File: src/rtl/rdp_systolic_fork_if.sv
// Handshake bundle for the systolic fork: one source channel in, five consumer
// channels out, sharing a single head payload.
interface rdp_systolic_fork_if #(
  parameter int unsigned DW = 32
);
  logic          t_src_req;
  logic          t_src_ack;
  logic [DW-1:0] t_src_data;
  logic          i_k8_req;
  logic          i_k8_ack;
  logic          i_k9_req;
  logic          i_k9_ack;
  logic          i_k10_req;
  logic          i_k10_ack;
  logic          i_k11_req;
  logic          i_k11_ack;
  logic          i_c_req;
  logic          i_c_ack;
  logic [DW-1:0] i_data;

  modport slave (
    input  t_src_req, t_src_data,
    input  i_k8_ack, i_k9_ack, i_k10_ack, i_k11_ack, i_c_ack,
    output t_src_ack,
    output i_k8_req, i_k9_req, i_k10_req, i_k11_req, i_c_req, i_data
  );

  modport master (
    output t_src_req, t_src_data,
    output i_k8_ack, i_k9_ack, i_k10_ack, i_k11_ack, i_c_ack,
    input  t_src_ack,
    input  i_k8_req, i_k9_req, i_k10_req, i_k11_req, i_c_req, i_data
  );
endinterface

File: src/rtl/rdp_systolic_fork.sv
// Eager 1-to-5 fork behind a 2-entry elastic buffer; the head token retires
// once every consumer has taken it exactly once.
module rdp_systolic_fork #(
  parameter int unsigned DW = 32,
  parameter int unsigned CW = 16
) (
  input  logic                  clk,
  input  logic                  reset_n,
  rdp_systolic_fork_if.slave    io,
  output logic                  busy,
  output logic [CW-1:0]         tok_cnt
);

  logic [DW-1:0] mem_q [2];
  logic [DW-1:0] mem_d [2];
  logic          rd_q, rd_d;
  logic          wr_q, wr_d;
  logic [1:0]    cnt_q, cnt_d;
  logic [4:0]    done_q, done_d;
  logic          src_ack_q, src_ack_d;
  logic [CW-1:0] tok_q, tok_d;

  logic [4:0]    ack_v;
  logic [4:0]    req_v;
  logic [4:0]    xfer;
  logic          busy_w;
  logic          push;
  logic          pop;

  always_comb begin
    ack_v  = {io.i_c_ack, io.i_k11_ack, io.i_k10_ack, io.i_k9_ack, io.i_k8_ack};
    busy_w = (cnt_q != 2'd0);
    req_v  = {5{busy_w}} & ~done_q;
    xfer   = req_v & ack_v;
    push   = io.t_src_req & src_ack_q;
    // A branch counts as served if it finished earlier or transfers this edge.
    pop    = busy_w & (&(done_q | xfer));

    mem_d = mem_q;
    if (push) mem_d[wr_q] = io.t_src_data;
    wr_d      = wr_q ^ push;
    rd_d      = rd_q ^ pop;
    cnt_d     = cnt_q + {1'b0, push} - {1'b0, pop};
    done_d    = pop ? '0 : (done_q | xfer);
    tok_d     = tok_q + CW'(pop);
    // Registered from next occupancy so consumer acks never reach the source combinationally.
    src_ack_d = (cnt_d != 2'd2);
  end

  always_ff @(posedge clk or negedge reset_n) begin
    if (!reset_n) begin
      mem_q     <= '{default: '0};
      rd_q      <= 1'b0;
      wr_q      <= 1'b0;
      cnt_q     <= '0;
      done_q    <= '0;
      src_ack_q <= 1'b0;
      tok_q     <= '0;
    end else begin
      mem_q     <= mem_d;
      rd_q      <= rd_d;
      wr_q      <= wr_d;
      cnt_q     <= cnt_d;
      done_q    <= done_d;
      src_ack_q <= src_ack_d;
      tok_q     <= tok_d;
    end
  end

  assign io.t_src_ack = src_ack_q;
  assign io.i_k8_req  = req_v[0];
  assign io.i_k9_req  = req_v[1];
  assign io.i_k10_req = req_v[2];
  assign io.i_k11_req = req_v[3];
  assign io.i_c_req   = req_v[4];
  assign io.i_data    = mem_q[rd_q];
  assign busy         = busy_w;
  assign tok_cnt      = tok_q;

endmodule

File: src/flat_wrapper.sv
// flat-port wrapper written by rule: the top's interface ports become plain ports
module rdp_systolic_fork_flat 
#(
  parameter int unsigned DW = 32,
  parameter int unsigned CW = 16
)
  (clk, reset_n, busy, tok_cnt, io_t_src_req, io_t_src_data, io_i_k8_ack, io_i_k9_ack, io_i_k10_ack, io_i_k11_ack, io_i_c_ack, io_t_src_ack, io_i_k8_req, io_i_k9_req, io_i_k10_req, io_i_k11_req, io_i_c_req, io_i_data);
  rdp_systolic_fork_if #(.DW(DW)) io_i ();
  input  logic clk;
  input  logic reset_n;
  output logic busy;
  output logic [CW-1:0] tok_cnt;
  input wire logic [$bits(io_i.t_src_req)-1:0] io_t_src_req;
  input wire logic [$bits(io_i.t_src_data)-1:0] io_t_src_data;
  input wire logic [$bits(io_i.i_k8_ack)-1:0] io_i_k8_ack;
  input wire logic [$bits(io_i.i_k9_ack)-1:0] io_i_k9_ack;
  input wire logic [$bits(io_i.i_k10_ack)-1:0] io_i_k10_ack;
  input wire logic [$bits(io_i.i_k11_ack)-1:0] io_i_k11_ack;
  input wire logic [$bits(io_i.i_c_ack)-1:0] io_i_c_ack;
  output wire logic [$bits(io_i.t_src_ack)-1:0] io_t_src_ack;
  output wire logic [$bits(io_i.i_k8_req)-1:0] io_i_k8_req;
  output wire logic [$bits(io_i.i_k9_req)-1:0] io_i_k9_req;
  output wire logic [$bits(io_i.i_k10_req)-1:0] io_i_k10_req;
  output wire logic [$bits(io_i.i_k11_req)-1:0] io_i_k11_req;
  output wire logic [$bits(io_i.i_c_req)-1:0] io_i_c_req;
  output wire logic [$bits(io_i.i_data)-1:0] io_i_data;
  assign io_i.t_src_req = io_t_src_req;
  assign io_i.t_src_data = io_t_src_data;
  assign io_i.i_k8_ack = io_i_k8_ack;
  assign io_i.i_k9_ack = io_i_k9_ack;
  assign io_i.i_k10_ack = io_i_k10_ack;
  assign io_i.i_k11_ack = io_i_k11_ack;
  assign io_i.i_c_ack = io_i_c_ack;
  assign io_t_src_ack = io_i.t_src_ack;
  assign io_i_k8_req = io_i.i_k8_req;
  assign io_i_k9_req = io_i.i_k9_req;
  assign io_i_k10_req = io_i.i_k10_req;
  assign io_i_k11_req = io_i.i_k11_req;
  assign io_i_c_req = io_i.i_c_req;
  assign io_i_data = io_i.i_data;
  rdp_systolic_fork #(.DW(DW), .CW(CW)) u_core (.clk(clk), .reset_n(reset_n), .io(io_i), .busy(busy), .tok_cnt(tok_cnt));
endmodule
File: config.mk
export PLATFORM = sky130hd
export DESIGN_NAME = rdp_systolic_fork_flat
export DESIGN_NICKNAME = d
export VERILOG_FILES = /design/src/rtl/rdp_systolic_fork_if.sv /design/src/rtl/rdp_systolic_fork.sv /design/src/flat_wrapper.sv
export SDC_FILE = /design/constraint.sdc
export NUM_CORES = 1
export LEC_CHECK = 0
export ABC_AREA = 1
export BUFFER_PORTS_ARGS = -buffer_cell sky130_fd_sc_hd__buf_2
export CORE_MARGIN = 1
export CORE_UTILIZATION = 40
export CTS_CLUSTER_DIAMETER = 50
export DETAILED_ROUTE_END_ITERATION = 10
export PLACE_DENSITY = 0.61
export SLEW_MARGIN = 10
export SYNTH_ARGS = -nofsm -noshare
export SYNTH_HDL_FRONTEND = slang
export SYNTH_SLANG_ARGS = --single-unit
File: constraint.sdc
create_clock -name clk -period 2.25 [get_ports clk]
set_clock_uncertainty 0.2 [all_clocks]
set_input_delay 0.225 -clock clk [delete_from_list [all_inputs] [get_ports clk]]
set_output_delay 0.225 -clock clk [all_outputs]
set_load 0.02 [all_outputs]
==> metrics.cfg <==
[worst_setup_path]
critPathMaxFanout=6
cp-end-kind=register
crit_family=simple AND/OR/NAND/NOR gates
worst-path-stages=10
crit_chain=nor2_4 -> o21bai_4 -> nand3_2 -> nor2_4 -> buf_4 -> ha_1 -> inv_1 -> ha_2 -> xnor2_2 -> nand2_1
start_kind=register
worst-path-buf-inv=2
cp_common_cell=nor2_4
cp.arrival_ps=2210
critPathMaxStageDelay_ps=430
r2r_cells=10
path_class=reg2reg
cp.required_ps=2290
cp_slowest_cell=dfrtp_1

[power]
power_switching_share=0.4170
power_mw=7.191
p_per_area_mw_per_mm2=1351
clockPowerShare=0.139
combPwrFrac=0.480
vdd_drop_max_v=0.0007768
leakage_nw=2.595
pwr-share-seq=0.381
p_switching_mw=2.998
p_int_mw=4.192

[sta]
slew_headroom=0.6923
grt_setup_unrepaired=true
fmax_mhz=459.1
finalWorstSetupSlack_ps=71.72
worst_pin_slew_ps=461.6
tns_ps=0
setup_violations=0
post-route-min-period_ps=2178
whs_ps=48.86
hold_viol_final=0
slew_viol_final=0
finalCritPeriodShare=0.9681

[job]
cap_violations=0

[placement]
dpl_cell_area_mm2=0.004668
routabilityCongestion=0.7771
dp.final_hpwl_um=5297
placed_cells=619
pre_cts_ws_ps=-18.68
io_buffers=94

[drt]
ant_nets=0
drtIter0Drc=83
drt_first_pass_iters=4
wl_um=8266
drt-vias-per-instance=4.552
routed-via-count=3082
drc_errors=0
routedWlPerCell_um=12.21

[worst_hold_path]
holdCritPathClass=in2reg
hold_path_depth=5

[final_layout]
final_area_mm2=0.005324
num_antenna_cells=0
final_cell_count_no_fill=677
utilization=0.5472
fin_nets=585
layout-drive-gt1-share=0.3162
fillCellCount=904
syn_to_final_growth_pct=32.93

[global_route]
globalRouteTotalUtil=0.1659
grt_pass1_vias=2943
grt_overflow=0
grt_antenna_before_repair=0
grt_pass1_wl_um=13380
grt_max_degree=91

[clock_tree]
cts_tree=done
cts.sinks=90
clock_path_buffers=2
h-tree-depth=3
clkTransAtPathRegs_ps=80
numCtsBuffers=9
root_buffer=clkbuf_8
clock_latency_ps=350

[yosys]
syn_nets=449
synth_cell_type_count=24
synth_area_mm2=0.004005
yosysSeqAreaShare=0.5623
synth_cells=403
yosys_warnings=0
ys_ff_latch=90
avgSynthCellArea_um2=9.938

[floorplanning]
core_mm2=0.009729
die_w_um=102.1
start_util=0.4117
ioPinCount=95
rows=36
die_y_um=102.1
die_area_mm2=0.01042

[status]
status=finished clean

==> metal layers <==
layer	GRT usage	wire (um)	part of all wire
met1	0.2130	3892	0.47
met2	0.2772	3934	0.48
met3	0.03694	359	0.043
met4	0.05714	80	0.0097
met5	0	0	0
==> tightest hold or removal path: stages <==
cell and delay [ps]:
buf_2 100, inv_1 80, o21bai_4 70, inv_1 50, nor2_1 40
==> cells by family (layout without fill, tap and decap cells) <==
group	after synthesis	after routing	share of synthesized area
buffers and inverters	72	213	0.07185
XOR/XNOR	16	16	0.03499
flip-flops	90	90	0.5623
AND/OR/NAND/NOR	115	115	0.1259
AO/OA/AOI/OAI	72	72	0.09622
multiplexers	32	32	0.08997
adder cells (fa/ha/maj)	6	6	0.01874
==> layout make-up <==
type / count / area [um2] / area share
Clock buffer: 11 / 141.4 / 0.02656
Tap cell: 133 / 166.4 / 0.03126
Inverter: 54 / 202.7 / 0.03807
Sequential cell: 90 / 2253 / 0.4233
Multi-Input combinational cell: 241 / 1543 / 0.2898
Timing Repair Buffer: 143 / 978.4 / 0.1838
Clock inverter: 5 / 38.79 / 0.007286
==> worst paths after layout <==
| kind | startpoint | endpoint | slack (ps) |
|---|---|---|---|
| setup / recovery | u_core.cnt_q[0]$_DFF_PN0_ | u_core.io.t_src_ack$_DFF_PN0_ | 70 |
| hold / removal | io_i_k11_ack | u_core.done_q[3]$_DFF_PN0_ | 50 |
| setup reg to reg | u_core.cnt_q[0]$_DFF_PN0_ | u_core.io.t_src_ack$_DFF_PN0_ | 70 |
| hold reg to reg | u_core.tok_cnt[15]$_DFF_PN0_ | u_core.tok_cnt[15]$_DFF_PN0_ | 280 |
| max in group asynchronous | reset_n | u_core.rd_q$_DFF_PN0_ | 1210 |
| min in group asynchronous | reset_n | u_core.mem_q[53]$_DFFE_PN0P_ | 250 |
==> power groups by stage <==
stage          combinational (mW)  sequential (mW)  clock, mW
5_1_grt                      3.85             2.84       1.10
6_report                     3.45             2.74      0.999
2_1_floorplan                2.24             2.68          0
4_1_cts                      3.37             2.72       1.04
3_3_place_gp                 3.17             2.73          0
3_5_place_dp                 3.26             2.75          0
==> what timing repair did <==
action	4_1_cts	5_1_grt
setup endpoints to repair	2	5
setup buffers	3	4
gates resized for setup	0	12
pin swaps	1	8
endpoints found under the hold margin	156	0
hold buffers	35	0
==> synthesized netlist by cell type (all sizes together) <==
master	count	area, um2
dfrtp	90	2252
o21ai	65	325.3
nor2	24	125.1
a21oi	3	18.77
nand2	81	314.0
nand3	9	55.05
clkbuf	10	37.54
mux2	32	360.4
buf	8	47.54
nor3	1	10.01
xnor2	8	70.07
xor2	8	70.07
ha	6	75.07
o21bai	4	41.29
inv	54	202.7
==> placed cells by master (no fill, tap or decap), drive strengths merged <==
master | netlist | final
clkbuf | 10 | 11
o21ai | 65 | 65
o21bai | 4 | 4
nor3 | 1 | 1
inv | 54 | 55
a21oi | 3 | 3
xor2 | 8 | 8
clkinvlp | 0 | 1
clkinv | 0 | 3
nor2 | 24 | 24
xnor2 | 8 | 8
nand3 | 9 | 9
ha | 6 | 6
dfrtp | 90 | 90
nand2 | 81 | 81
buf | 8 | 108
dlygate4sd3 | 0 | 35
mux2 | 32 | 32
==> registers in the layout (all words and copies together), names as in the netlist <==
name and cells:
u_core.io.t_src_ack 1, u_core.cnt_q 2, u_core.wr_q 1, u_core.rd_q 1, u_core.tok_cnt 16, u_core.done_q 5
u_core.mem_q 64
(Power assumes the default switching activity.)
